==> src/rtl/seq_pattern_detector.sv <==
// Serial pattern detector built on a KMP prefix automaton. The transition table is
// derived from P_PATTERN at elaboration time, and every output comes from a register.
module seq_pattern_detector #(
    parameter int               P_LEN       = 4,
    parameter logic [P_LEN-1:0] P_PATTERN   = 4'b1011,
    parameter bit               P_OVERLAP   = 1'b1,
    parameter bit               P_STICKY    = 1'b0,
    parameter int               P_CNT_WIDTH = 8,
    localparam int              PW          = $clog2(P_LEN + 1)
) (
    input  logic                   i_w_clk,
    input  logic                   i_w_reset,
    input  logic                   i_w_in,
    input  logic                   i_w_valid,
    input  logic                   i_w_clear,
    output logic                   o_w_match,
    output logic [P_CNT_WIDTH-1:0] o_w_count,
    output logic [PW-1:0]          o_w_progress
);

    localparam int                     TAB_N   = 1 << PW;
    localparam logic [P_CNT_WIDTH-1:0] CNT_MAX = '1;
    localparam logic [P_CNT_WIDTH-1:0] CNT_ONE = P_CNT_WIDTH'(1);
    localparam logic [PW-1:0]          LEN_K   = PW'(P_LEN);

    // Bit i of the pattern, where i = 0 is the first bit expected (the MSB).
    function automatic logic pat_bit(input int i);
        logic [P_LEN-1:0] t;
        t = P_PATTERN >> (P_LEN - 1 - i);
        return t[0];
    endfunction

    // Longest pattern prefix that is a suffix of (prefix_k followed by b).
    function automatic logic [PW-1:0] calc_next(input int k, input logic b);
        int   best;
        logic ok;
        logic s_bit;
        best = 0;
        for (int l = 1; l <= P_LEN; l++) begin
            if (l <= k + 1) begin
                ok = 1'b1;
                for (int j = 0; j < P_LEN; j++) begin
                    if (j < l) begin
                        s_bit = (k + 1 - l + j < k) ? pat_bit(k + 1 - l + j) : b;
                        if (pat_bit(j) != s_bit) ok = 1'b0;
                    end
                end
                if (ok) best = l;
            end
        end
        return PW'(best);
    endfunction

    // Longest proper prefix of the pattern that is also one of its suffixes.
    function automatic logic [PW-1:0] calc_fail();
        int   best;
        logic ok;
        best = 0;
        for (int l = 1; l < P_LEN; l++) begin
            ok = 1'b1;
            for (int j = 0; j < P_LEN; j++) begin
                if (j < l && pat_bit(j) != pat_bit(P_LEN - l + j)) ok = 1'b0;
            end
            if (ok) best = l;
        end
        return PW'(best);
    endfunction

    localparam logic [PW-1:0] FAIL_LEN = calc_fail();

    logic [PW-1:0] next_tab0 [TAB_N];
    logic [PW-1:0] next_tab1 [TAB_N];

    for (genvar g = 0; g < TAB_N; g++) begin : g_tab
        if (g < P_LEN) begin : g_live
            assign next_tab0[g] = calc_next(g, 1'b0);
            assign next_tab1[g] = calc_next(g, 1'b1);
        end else begin : g_pad
            assign next_tab0[g] = '0;
            assign next_tab1[g] = '0;
        end
    end

    logic [PW-1:0]          k_q, k_d, k_cand;
    logic                   match_q, match_d;
    logic [P_CNT_WIDTH-1:0] count_q, count_d;

    always_ff @(posedge i_w_clk) begin
        if (i_w_reset) begin
            k_q     <= '0;
            match_q <= 1'b0;
            count_q <= '0;
        end else begin
            k_q     <= k_d;
            match_q <= match_d;
            count_q <= count_d;
        end
    end

    always_comb begin
        k_d     = k_q;
        match_d = P_STICKY ? match_q : 1'b0;
        count_d = count_q;
        k_cand  = i_w_in ? next_tab1[k_q] : next_tab0[k_q];
        if (i_w_clear) begin
            k_d     = '0;
            match_d = 1'b0;
            count_d = '0;
        end else if (i_w_valid) begin
            if (k_cand == LEN_K) begin
                match_d = 1'b1;
                k_d     = P_OVERLAP ? FAIL_LEN : '0;
                if (count_q != CNT_MAX) count_d = count_q + CNT_ONE;
            end else begin
                k_d = k_cand;
            end
        end
    end

    always_comb begin
        o_w_match    = match_q;
        o_w_count    = count_q;
        o_w_progress = k_q;
    end

endmodule

==> config.mk <==
export PLATFORM = sky130hd
export DESIGN_NAME = seq_pattern_detector
export DESIGN_NICKNAME = d
export VERILOG_FILES = /design/src/rtl/seq_pattern_detector.sv
export SDC_FILE = /design/constraint.sdc
export NUM_CORES = 1
export LEC_CHECK = 0
export ABC_AREA = 1
export CAP_MARGIN = 20
export CORE_UTILIZATION = 35
export DETAILED_ROUTE_END_ITERATION = 7
export PLACE_DENSITY_LB_ADDON = 0.2
export SYNTH_ARGS = -nofsm -noshare
export SYNTH_HDL_FRONTEND = slang
export SYNTH_SLANG_ARGS = --single-unit
export TNS_END_PERCENT = 1
==> constraint.sdc <==
create_clock -name i_w_clk -period 1.2 [get_ports i_w_clk]
set_input_delay 0.3 -clock i_w_clk [delete_from_list [all_inputs] [get_ports i_w_clk]]
set_output_delay 0.3 -clock i_w_clk [all_outputs]
set_load 0.01 [all_outputs]
==> results of run 1 <==
## state kept, by name (all words and copies together) (netlist names)
register      count
o_w_progress      3
o_w_count         8
o_w_match         1
## cells in the mapped netlist, drive strengths merged
cell type  count  share of area
nor3           2          0.015
a21oi          7          0.075
nand3          7          0.079
nand4          1         0.0094
xnor2          1          0.013
inv            8          0.049
or2            1         0.0094
nor2          15           0.12
dfxtp         12           0.36
nand2         27           0.20
xor2           2          0.026
clkinv         1         0.0057
o21ai          2          0.015
ha             1          0.019
## critical path, delay by kind of cell (launching register included)
kind          cells  cell delay (ns)
buf+inv           2             0.08
fa+ha+maj         1             0.15
flops             1             0.37
simple gates      5             0.46
## per-layer routing
| layer | track usage | up-vias | routed length (um) |
|---|---|---|---|
| met5 | 0 | - | 0 |
| met4 | 0.0667 | 0 | 12 |
| met3 | 0.0397 | 2 | 56 |
| met2 | 0.231 | 13 | 730 |
| met1 | 0.209 | 314 | 777 |
| li1 | - | 351 | - |
## where the power goes
| part | switching [mW] | internal (mW) |
|---|---|---|
| clock network | 0.141 | 0.128 |
| registers | 0.000759 | 0.394 |
| logic | 0.0258 | 0.0261 |
## per-stage QoR
stage / std cells / instance area (sq um) / hold slack, ns
2_1_floorplan: 87 / 681 / 0.379
3_3_place_gp: 142 / 977 / 0.517
5_1_grt: 148 / 1030 / 0.546
4_1_cts: 146 / 993 / 0.514
6_report: 148 / 1030 / 0.519
3_5_place_dp: 142 / 977 / 0.527
## worst max path at each step
stage / endpoint / slack (ns)
floorplan: o_w_count[1] / 0.01
global placement: o_w_count[0] / -0.29
detailed placement: o_w_count[7] / -0.31
CTS: o_w_count[0] / -0.01
global route: o_w_count[6] / -0.05
finish: o_w_count[0] / 0.03
## layout by cell type, fill, tap and decap left out, types with 4 or more instances in the layout
cell type / instances
inv_1: 6
nand2_1: 22
a21oi_2: 4
buf_4: 15
nand3_1: 4
clkdlybuf4s15_1: 5
dlygate4sd2_1: 6
nor2_1: 9
dfxtp_2: 5
dfxtp_1: 5
nor2_2: 4
## what timing repair did
| action | 4_1_cts | 5_1_grt |
|---|---|---|
| endpoints found under the setup margin | 19 | 16 |
| setup buffers | 0 | 2 |
| hold buffers | 0 | 0 |
| gates resized for setup | 20 | 20 |
| pin swaps | 2 | 11 |
## kinds of logic after synthesis
group | synth area share
buf+inv | 0.0547
flops | 0.362
compound gates | 0.0905
fa+ha+maj | 0.0189
simple gates | 0.434
xor+xnor | 0.0396
## area by class of cell
class                   instances  area (sq um)
flip-flops and latches         12           254
inverters                       9          41.3
clock buffers                   4          26.3
repair buffers                 32           262
fillers                       160           717
multi-input cells              66           414
well taps                      25          31.3
==> results.md, run 1 <==
* Outcome: completed
* Reg clk slew, reported paths at 0.09 ns
* Synthesized net count at 93
* Critical Path Max Stage Delay at 0.37 ns
* Share of layout cells above drive strength 1 at 0.415
* CP Max Fanout at 7
* Hold path cells at 3
* Worst R2R Start: o_w_count[1]
* Slowest cell on crit path: dfxtp_4
* Final setup fails at 0
* Post-DRT Antenna Nets at 0
* Synthesized instance count at 87
* Worst Hold Class: input pin to flip-flop
* Die H at 45.5 um
* RSZ-0062 raised after global routing: true
* Distinct cell type count after synthesis at 26
* # H-tree levels at 1
* Starting Density at 0.380
* Max Clk Rate at 852 MHz
* Worst-skew pair later-pin latency at 0.27 ns
* Yosys warning count at 0
* Post-layout nets at 130
* Global Route Usage Sum at 0.155
* Post-Place Setup Slack at -0.312 ns
* FF-to-FF End: o_w_count[0]
* Final Hold Viols at 0
* Std cell rows at 15
* GP Congestion at 0.878
* Tcrit/Tclk final at 0.978
* Pwr Total at 0.717 mW
* Max Cap Viol at 0
* Critical-path cell list: ha_4 > inv_4 > nor2_4 > nand2_4 > nand2_8 > inv_6 > nor2_2 > nor2_1
* Final clock skew at 0.0132 ns
* Clock root buffer: clkbuf_4
* Worst R2R Path Depth at 8
* DRT Pass-1 Iters at 4
* Die area at 2070 sq um
* Diodes inserted at 0
* CTS sink cnt at 12
* DR vias at 680
* Drt total wl at 1.58 mm
* Final slew viol count at 0
* Fin util at 0.589
* Hpwl dp at 1.14 mm
* Leak Pwr at 0.442 nW
* Initial antenna violation count at 0
* Vias in the first global route at 560
* Cell Area, Synth at 663 sq um
* Slew Limit Headroom at 0.851
* Worst Hold Endpoint: o_w_progress[2]
* Total clock buffers created by CTS at 3
* Setup WS post-layout at 0.0268 ns
* Seq/Total Area, Yosys at 0.362
* Worst hold start: i_w_valid
* Ports at 17
* Launch point of the worst path: o_w_count[1]
* CTS tree: done
* CP Data Required Time at 1.37 ns
* Global route overflow at 0
* First-pass GRT wire length at 2.29 mm
* Detailed Route Iter0 Violations at 20
* Worst Setup End Kind: flip-flop
* Avg Cell Area, Syn at 7.62 sq um
* Max clock buf depth at 2
* Vias per cell at 4.59
* PortBufs at 16
* Worst Tran Pin Value at 0.223 ns
* DRC at 0
* Post-layout min period at 1.17 ns
* Power per cell area at 697 nW/um^2
* Core area at 1750 sq um
* Type of origin of the critical path: flip-flop
* Die W at 45.5 um
* Pin count of the biggest net entering global routing at 10
* Critical Path AT at 1.35 ns
* Setup TNS at 0 ns
* Area Growth Syn to Fin at 55.1%
* Seq cells post-synth at 12
* Max VDD drop at 0.620 mV
* Reg2Reg Setup Slack at 0.03 ns
* DR WL/cell at 10.6 um
* CP Class: flip-flop to flip-flop
Power figures use the tool's default switching activity.
==> run 2, diff against run 1 <==
--- a/config.mk
+++ b/config.mk
@@ -9,8 +9,8 @@
 export CAP_MARGIN = 20
 export CORE_UTILIZATION = 35
 export DETAILED_ROUTE_END_ITERATION = 7
-export PLACE_DENSITY_LB_ADDON = 0.2
+export PLACE_DENSITY = 0.71
 export SYNTH_ARGS = -nofsm -noshare
 export SYNTH_HDL_FRONTEND = slang
 export SYNTH_SLANG_ARGS = --single-unit
-export TNS_END_PERCENT = 1
+export TNS_END_PERCENT = 10
==> results.md, run 2 (same netlist as run 1, synthesis figures left out) <==
* RSZ-0062 raised after global routing: true
* Detailed Route Iter0 Violations at 0
* DRC at 0
* Worst Setup End Kind: flip-flop
* Total clock buffers created by CTS at 3
* Starting Density at 0.380
* PortBufs at 16
* Hold_buf cts at 0
* Leak Pwr at 0.421 nW
* Worst-skew pair later-pin latency at 0.28 ns
* Clock root buffer: clkbuf_4
* CTS sink cnt at 12
* Worst R2R Start: o_w_count[1]
* Pwr Total at 0.771 mW
* Worst R2R Path Depth at 8
* FF/Latch Area at 251 sq um
* Vias per cell at 4.57
* Share of layout cells above drive strength 1 at 0.375
* # H-tree levels at 1
* CP Class: flip-flop to flip-flop
* Worst Hold Class: input pin to flip-flop
* DR WL met2 at 738 um
* Max Clk Rate at 850 MHz
* Std cell rows at 15
* Final clock skew at 0.000843 ns
* Drt total wl at 1.43 mm
* DR vias at 663
* Multi-input gate area at 407 sq um
* Reg2Reg Setup Slack at 0.02 ns
* CP Max Fanout at 7
* Launch point of the worst path: o_w_count[1]
* Type of origin of the critical path: flip-flop
* GP Congestion at 0.819
* Slew Limit Headroom at 0.870
* Fillers at 163
* CTS tree: done
* Initial antenna violation count at 0
* Reg clk slew, reported paths at 0.08 ns
* Hpwl dp at 1.11 mm
* Die area at 2070 sq um
* Placed Instances at 140
* Most frequent cells in the layout: nand2_1, nor2_1, buf_4
* Final setup fails at 0
* Final Hold Viols at 0
* Area Growth Syn to Fin at 52.3%
* Ports at 17
* Met3 wire length at 65 um
* Pin count of the biggest net entering global routing at 10
* FF-to-FF End: o_w_count[1]
* Global route overflow at 0
* Post-layout nets at 127
* Max FFs per register at 8
* Vias in the first global route at 624
* Tcrit/Tclk final at 0.980
* First-pass GRT wire length at 2.36 mm
* Critical Path AT at 1.35 ns
* DRT Pass-1 Iters at 1
* Worst hold start: i_w_valid
* Max VDD drop at 0.428 mV
* Commonest non-fill, non-tap cell in the layout: nand2_1
* Global Route Usage Sum at 0.161
* Top Layer Used: met4
* Post-DRT Antenna Nets at 0
* Die W at 45.5 um
* Worst Hold Endpoint: o_w_progress[2]
* Post-layout min period at 1.18 ns
* Routed metal-1 wirelength at 593 um
* Core area at 1750 sq um
* Non-filler cells, final at 145
* Hold path cells at 3
* Max clock buf depth at 2
* CP Data Required Time at 1.38 ns
* Worst Tran Pin Value at 0.195 ns
* Die H at 45.5 um
* DR WL/cell at 9.88 um
* Max Cap Viol at 0
* Outcome: completed
* Final slew viol count at 0
* Power per cell area at 764 nW/um^2
* Diodes inserted at 0
run 2: cell types whose count changed in the layout (fill, tap and decap cells not counted), moves of 2 or more:
cell / before / now
nor2_2: 4 / 2
buf_4: 15 / 11
buf_2: 0 / 2
dfxtp_2: 5 / 3
dfxtp_1: 5 / 7
clkbuf_2: 3 / 1
nor2_1: 9 / 11
dlygate4sd2_1: 6 / 4
run 2: area by class of cell:
type | count | area share
Clock buffer | 4 | 0.0359
Inverter | 9 | 0.0372
Multi-Input combinational cell | 66 | 0.403
Sequential cell | 12 | 0.249
Tap cell | 25 | 0.0310
Timing Repair Buffer | 29 | 0.244
run 2: per-layer routing:
layer | vias up | global-route usage
met4 | 0 | 0.0909
li1 | 341 | -
met5 | - | 0
met3 | 5 | 0.0476
met2 | 17 | 0.306
met1 | 300 | 0.150
run 2: timing repair:
action | in CTS | in global routing
setup endpoints to repair | 18 | 19
setup buffers | 0 | 1
resized for setup | 23 | 16
pin swaps | 1 | 6
run 2: worst max path at each step:
stage                               to
final                     o_w_count[1]
after global routing      o_w_count[6]
after CTS                 o_w_count[4]
after detailed placement  o_w_count[2]
after global placement    o_w_count[0]
after floorplan           o_w_count[1]
run 2: per-stage QoR:
stage	setup WS [ns]	TNS (ns)	hold slack (ns)	utilization	cell area (sq um)
floorplan	0.0109	0	0.379	-	681
global placement	-0.312	-2.73	0.530	0.551	962
detailed placement	-0.350	-3.03	0.525	0.551	962
CTS	-0.00476	-0.00771	0.503	0.569	993
global route	-0.0497	-0.228	0.502	0.578	1010
finish	0.0234	0	0.499	0.578	1010
run 2: report_power, final:
group	total, mW	switching (mW)	internal [mW]
clock	0.328	0.143	0.185
sequential	0.395	0.000608	0.394
combinational	0.0480	0.0240	0.0239
run 2: critical path, stage by stage, from the launching register on:
cell and delay [ns]:
dfxtp_4 0.38, ha_4 0.15, clkinv_2 0.06, nor2_4 0.12, nand2_4 0.09, nand2_8 0.09, inv_4 0.05, nor2_1 0.09
nor2_1 0.06
==> run 3, diff against run 2 <==
--- a/config.mk
+++ b/config.mk
@@ -8,6 +8,7 @@
 export ABC_AREA = 1
 export CAP_MARGIN = 20
 export CORE_UTILIZATION = 35
+export CTS_CLUSTER_SIZE = 28
 export DETAILED_ROUTE_END_ITERATION = 7
 export PLACE_DENSITY = 0.71
 export SYNTH_ARGS = -nofsm -noshare
==> results of run 3 <==
The final DEF is identical to that of run 2; final timing and power are the same.
==> RTL edit 1: new RTL, config.mk and constraints of run 3 <==
Register the output `o_w_count`; this adds one clock of latency there. The other outputs are not delayed to match.
--- a/src/rtl/seq_pattern_detector.sv
+++ b/src/rtl/seq_pattern_detector.sv
@@ -22,6 +22,8 @@
     localparam logic [P_CNT_WIDTH-1:0] CNT_MAX = '1;
     localparam logic [P_CNT_WIDTH-1:0] CNT_ONE = P_CNT_WIDTH'(1);
     localparam logic [PW-1:0]          LEN_K   = PW'(P_LEN);
+
+    logic [P_CNT_WIDTH-1:0] o_w_count_d;
 
     // Bit i of the pattern, where i = 0 is the first bit expected (the MSB).
     function automatic logic pat_bit(input int i);
@@ -119,8 +121,12 @@
 
     always_comb begin
         o_w_match    = match_q;
-        o_w_count    = count_q;
+        o_w_count_d  = count_q;
         o_w_progress = k_q;
+    end
+
+    always_ff @(posedge i_w_clk) begin
+        o_w_count <= o_w_count_d;
     end
 
 endmodule
Behaviour: not the same (Yosys sat finds a counterexample within 10 cycles, from zero or initial values).
==> RTL edit 1 against run 3 <==
Final area grew 14%. Utilization shrank 1.2 points. Sequential cell count grew 8. Routed wire length grew 11%. Synthesized cell count grew 6.9%. Worst hold slack lost 0.13 ns. Area after synthesis grew 18%. Total power grew 33%. Setup slack lost 0.011 ns. Critical endpoint is now count_q[6]. Largest cell class is now flip-flops and latches. Highest routed layer unchanged.
==> RTL edit 1: results (changes against run 3) <==
Status
  – Status: finished, final reports clean

GRT
  – Global-route wire length before repair: 2.68 mm (+13%)
  – GR Util met3: 2.80% (-2.0 points)
  – Vias in the first global route: 653 (+4.6%)
  – Met2 usage: 25.3% (-5.2 points)

Route
  – Avg Vias per Cell: 4.60 (+0.63%)
  – Met3 Routed Length: 59 um (-9.2%)
  – Iter 0 DRT Violations: 6 (+6)
  – Wire length on met1: 676 um (+14%)
  – Final WL: 1.59 mm (+11%)

Yosys
  – Sequential area share after synthesis: 51.4% (+15 points)
  – Post-synth cell types: 18 (-31%)
  – Post-synth net total: 99 (+6.5%)
  – Syn_area_per_cell: 8.38 um^2 (+10%)
  – Top cells by count, synth: dfxtp_1, nand2_1, nor2_1

Final layout
  – Non-Clock Inverter Count: 10 (+1)
  – Share of layout cells above drive strength 1: 31.0% (-6.5 points)
  – Multi-input gate area: 392 um^2 (-3.7%)
  – # clk buffers: 3 (-1)
  – Data buffer area share: 22.1% (-2.4 points)
  – Filler Cells Inserted: 184 (+13%)
  – Multi-input gate count: 63 (-4.5%)
  – Non-clock buffers: 30 (+3.4%)

Power and ir drop
  – Switching share of power: 21.4% (-0.36 points)
  – LEAKAGE: 0.529 nW (+26%)
  – Max rail drop VDD: 0.000524 V (+23%)

Timing
  – Fin Clk Skew: 0.00213 ns (+0.00129 ns)
  – Fin crit share: 99.0% (+0.94 points)
  – Final hold slack: 0.370 ns (-0.129 ns)

Setup path
  – Reg-to-reg endpoint: count_q[6]
  – Worst R2R Start: count_q[0]
  – Worst path arrival time: 1.39 ns (+0.04 ns)
  – CP peak stage delay: 0.36 ns (-0.02 ns)
  – Critical Path Fanout Max: 2 (-5)
  – Reg2reg path depth: 7 (-1)

Placed design
  – Dpl ws: -0.301 ns (+0.0490 ns)

Clocking
  – Clk sinks: 20 (+8)
RTL edit 1: timing repair:
action / CTS / global route
setup buffers: 0 / 3
endpoints found under the setup margin: 18 / 20
pin swaps: 0 / 3
gates resized for setup: 23 / 25
RTL edit 1: power groups by stage:
stage / combinational, mW / sequential (mW) / clock [mW]
after global placement: 0.0475 / 0.681 / 0
after detailed placement: 0.0485 / 0.681 / 0
final: 0.0468 / 0.666 / 0.313
after floorplan: 0.0160 / 0.682 / 0
after global routing: 0.0520 / 0.666 / 0.359
after CTS: 0.0483 / 0.666 / 0.317
RTL edit 1: cells by family (layout without fill, tap and decap cells):
kind of cell / after synthesis / after routing / share of synthesized area (%)
and+or+nand+nor: 52 / 52 / 34.0
DFF: 20 / 20 / 51.4
buffers and inverters: 10 / 43 / 5.14
AOI/OAI and AO/OA: 7 / 7 / 4.49
xor gates and xnor gates: 3 / 3 / 3.37
adders and majority gates: 1 / 1 / 1.60
==> RTL edit 2: new RTL, settings of run 3 <==
Made on the original files. Change the parameter `P_CNT_WIDTH` from 8 to 9.
--- a/src/rtl/seq_pattern_detector.sv
+++ b/src/rtl/seq_pattern_detector.sv
@@ -5,7 +5,7 @@
     parameter logic [P_LEN-1:0] P_PATTERN   = 4'b1011,
     parameter bit               P_OVERLAP   = 1'b1,
     parameter bit               P_STICKY    = 1'b0,
-    parameter int               P_CNT_WIDTH = 8,
+    parameter int               P_CNT_WIDTH = 9,
     localparam int              PW          = $clog2(P_LEN + 1)
 ) (
     input  logic                   i_w_clk,
Ports: changed (resized o_w_count); port bits go from 17 to 18. The function was not compared with the original's and may differ.
==> RTL edit 2 against run 3 <==
The flow now finishes with violations (setup timing). Sequential cell count is 1 higher. Highest routed layer unchanged. Routed wire length is 26% higher. Total power is 1.5% lower. Combinational power is 4.8% higher. Area after synthesis is 5.1% lower. Critical path depth is 2 higher. Final area is 8.3% higher. Setup slack worse by 0.31 ns. Clock skew is 0.0056 ns higher.
==> RTL edit 2: results (changes against run 3) <==
Status
  – Status: complete, but fails checks
  – Failing checks: setup timing

Placed design
  – # port buffers: 17 (+1)
  – Post-DP Area: 0.00101 mm^2 (+5.3%)
  – Placed Cells: 150 (+7.1%)
  – GPL Wtd Cong: 0.813 (-0.66%)
  – Dpl ws: -0.406 ns (-0.0558 ns)
  – DP HPWL: 1.23 mm (+11%)

Yosys
  – Top cells by count, synth: nand2_1, nor2_1, dfxtp_1
  – Sequential area share after synthesis: 41.4% (+5.1 points)
  – Synth top area cells: dfxtp_1, nand2_1, nor2_1
  – Post-Syn Instances: 90 (+3.4%)
  – Post-synth net total: 97 (+4.3%)
  – Post-synth cell types: 17 (-35%)

Route
  – Wirelength per Cell: 11.5 um (+16%)
  – 1st-pass router iterations: 4 (+3)
  – Avg Vias per Cell: 4.61 (+0.85%)
  – Iter 0 DRT Violations: 23 (+23)

Final layout
  – Final Net Count: 141 (+11%)
  – Finished Layout Cells: 157 (+8.3%)
  – Share of layout cells above drive strength 1: 45.1% (+7.6 points)
  – Max reg flops: 9 (+1)
  – Filler Cells Inserted: 141 (-13%)

GRT
  – Global-route wire length before repair: 2.90 mm (+23%)
  – GRT Resource Usage Total: 20.6% (+4.4 points)
  – Vias in the first global route: 661 (+5.9%)
  – Largest net degree at the start of global routing: 9 (-1)

Power and ir drop
  – LEAKAGE: 0.448 nW (+6.4%)
  – Switching power of the nets: 0.177 mW (+5.6%)
  – Max rail drop VDD: 0.000699 V (+63%)

Setup path
  – Critical Path Fanout Max: 5 (-2)
  – Worst path arrival time: 1.68 ns (+0.33 ns)
  – Reg2reg path depth: 10 (+2)

Timing
  – Final setup vio count: 13 (+13)
  – Fin Clk Skew: 0.00644 ns (+0.00559 ns)
  – Worst Max-Slew Pin Slew: 0.249 ns (+0.0535 ns)
  – Fin worst setup slack: -0.288 ns (-0.311 ns)

Clocking
  – Clock Path Buffers: 2 (unchanged)

Worst hold path
  – HP Class: reg2reg
  – Hold Path Stages: 2 (-1)
[RTL edit 2: changes by cell type after synthesis, sizes merged]
| cell | run 3 | this run |
|---|---|---|
| dfxtp | 12 | 13 |
| ha | 1 | 2 |
| nand2 | 27 | 28 |
| nand3 | 7 | 5 |
| nor2 | 15 | 14 |
| nor3 | 2 | 3 |
| nor4 | 0 | 1 |
| o21ai | 2 | 4 |
| or2 | 1 | 0 |
| xnor2 | 1 | 2 |
| xor2 | 2 | 1 |
[RTL edit 2: power by group through the flow]
stage / Clock [mW] / Combinational (mW) / Sequential, mW
detailed placement: 0 / 0.0493 / 0.439
CTS: 0.283 / 0.0489 / 0.429
floorplan: 0 / 0.0143 / 0.440
global placement: 0 / 0.0487 / 0.439
global route: 0.306 / 0.0550 / 0.427
finish: 0.283 / 0.0503 / 0.427
[RTL edit 2: cell families (layout without fill, tap and decap cells)]
kind of cell    after synthesis  after routing  share of synthesized area, %
compound gates               11             11                          8.75
xor+xnor                      3              3                          4.18
fa+ha+maj                     2              2                          3.98
buf+inv                       9             52                          5.37
flops                        13             13                          41.4
simple gates                 52             52                          36.4
[RTL edit 2: per-layer routing]
metal  GRT usage (%)  part of all wire, %
met1            26.4                   44
met2            32.6                   46
met3            4.90                  6.5
met4            9.09                  2.8
met5               0                    0
[RTL edit 2: final timing paths]
path | start | end | slack [ns]
max | o_w_count[0] | o_w_count[5] | -0.29
min reg2reg | o_w_progress[1] | o_w_progress[1] | 0.48
min | o_w_progress[1] | o_w_progress[1] | 0.48
max reg2reg | o_w_count[0] | o_w_count[5] | -0.29
[RTL edit 2: layout make-up]
cell class                      instances  share of cell area (%)
Tap cell                               24                    2.75
Inverter                                9                    3.09
Multi-Input combinational cell         68                    36.5
Clock buffer                            4                    2.40
Sequential cell                        13                    25.5
Timing Repair Buffer                   39                    29.7
[RTL edit 2: stage by stage]
step	TNS [ns]	total power, mW	utilization, %	hold WS [ns]
detailed placement	-4.77	0.488	63.6	0.464
finish	-2.47	0.760	68.6	0.477
CTS	-2.18	0.761	66.2	0.484
global route	-3.43	0.789	68.6	0.499
global placement	-4.24	0.488	63.6	0.461
floorplan	-2.35	0.454	-	0.379
[RTL edit 2: worst max-delay path: stages, from the launching register on]
cell and delay, ns:
dfxtp_4 0.36, ha_4 0.15, nand3_4 0.08, nor4_4 0.18, ha_2 0.26, nor3_4 0.05, buf_6 0.13, nand2_2 0.05
nand2_1 0.04, nand2_1 0.05, nor2_1 0.03
[RTL edit 2: timing repair]
item / in CTS / in global routing
setup buffers: 2 / 1
endpoints found under the setup margin: 22 / 23
pin swaps: 4 / 4
gates resized for setup: 49 / 18
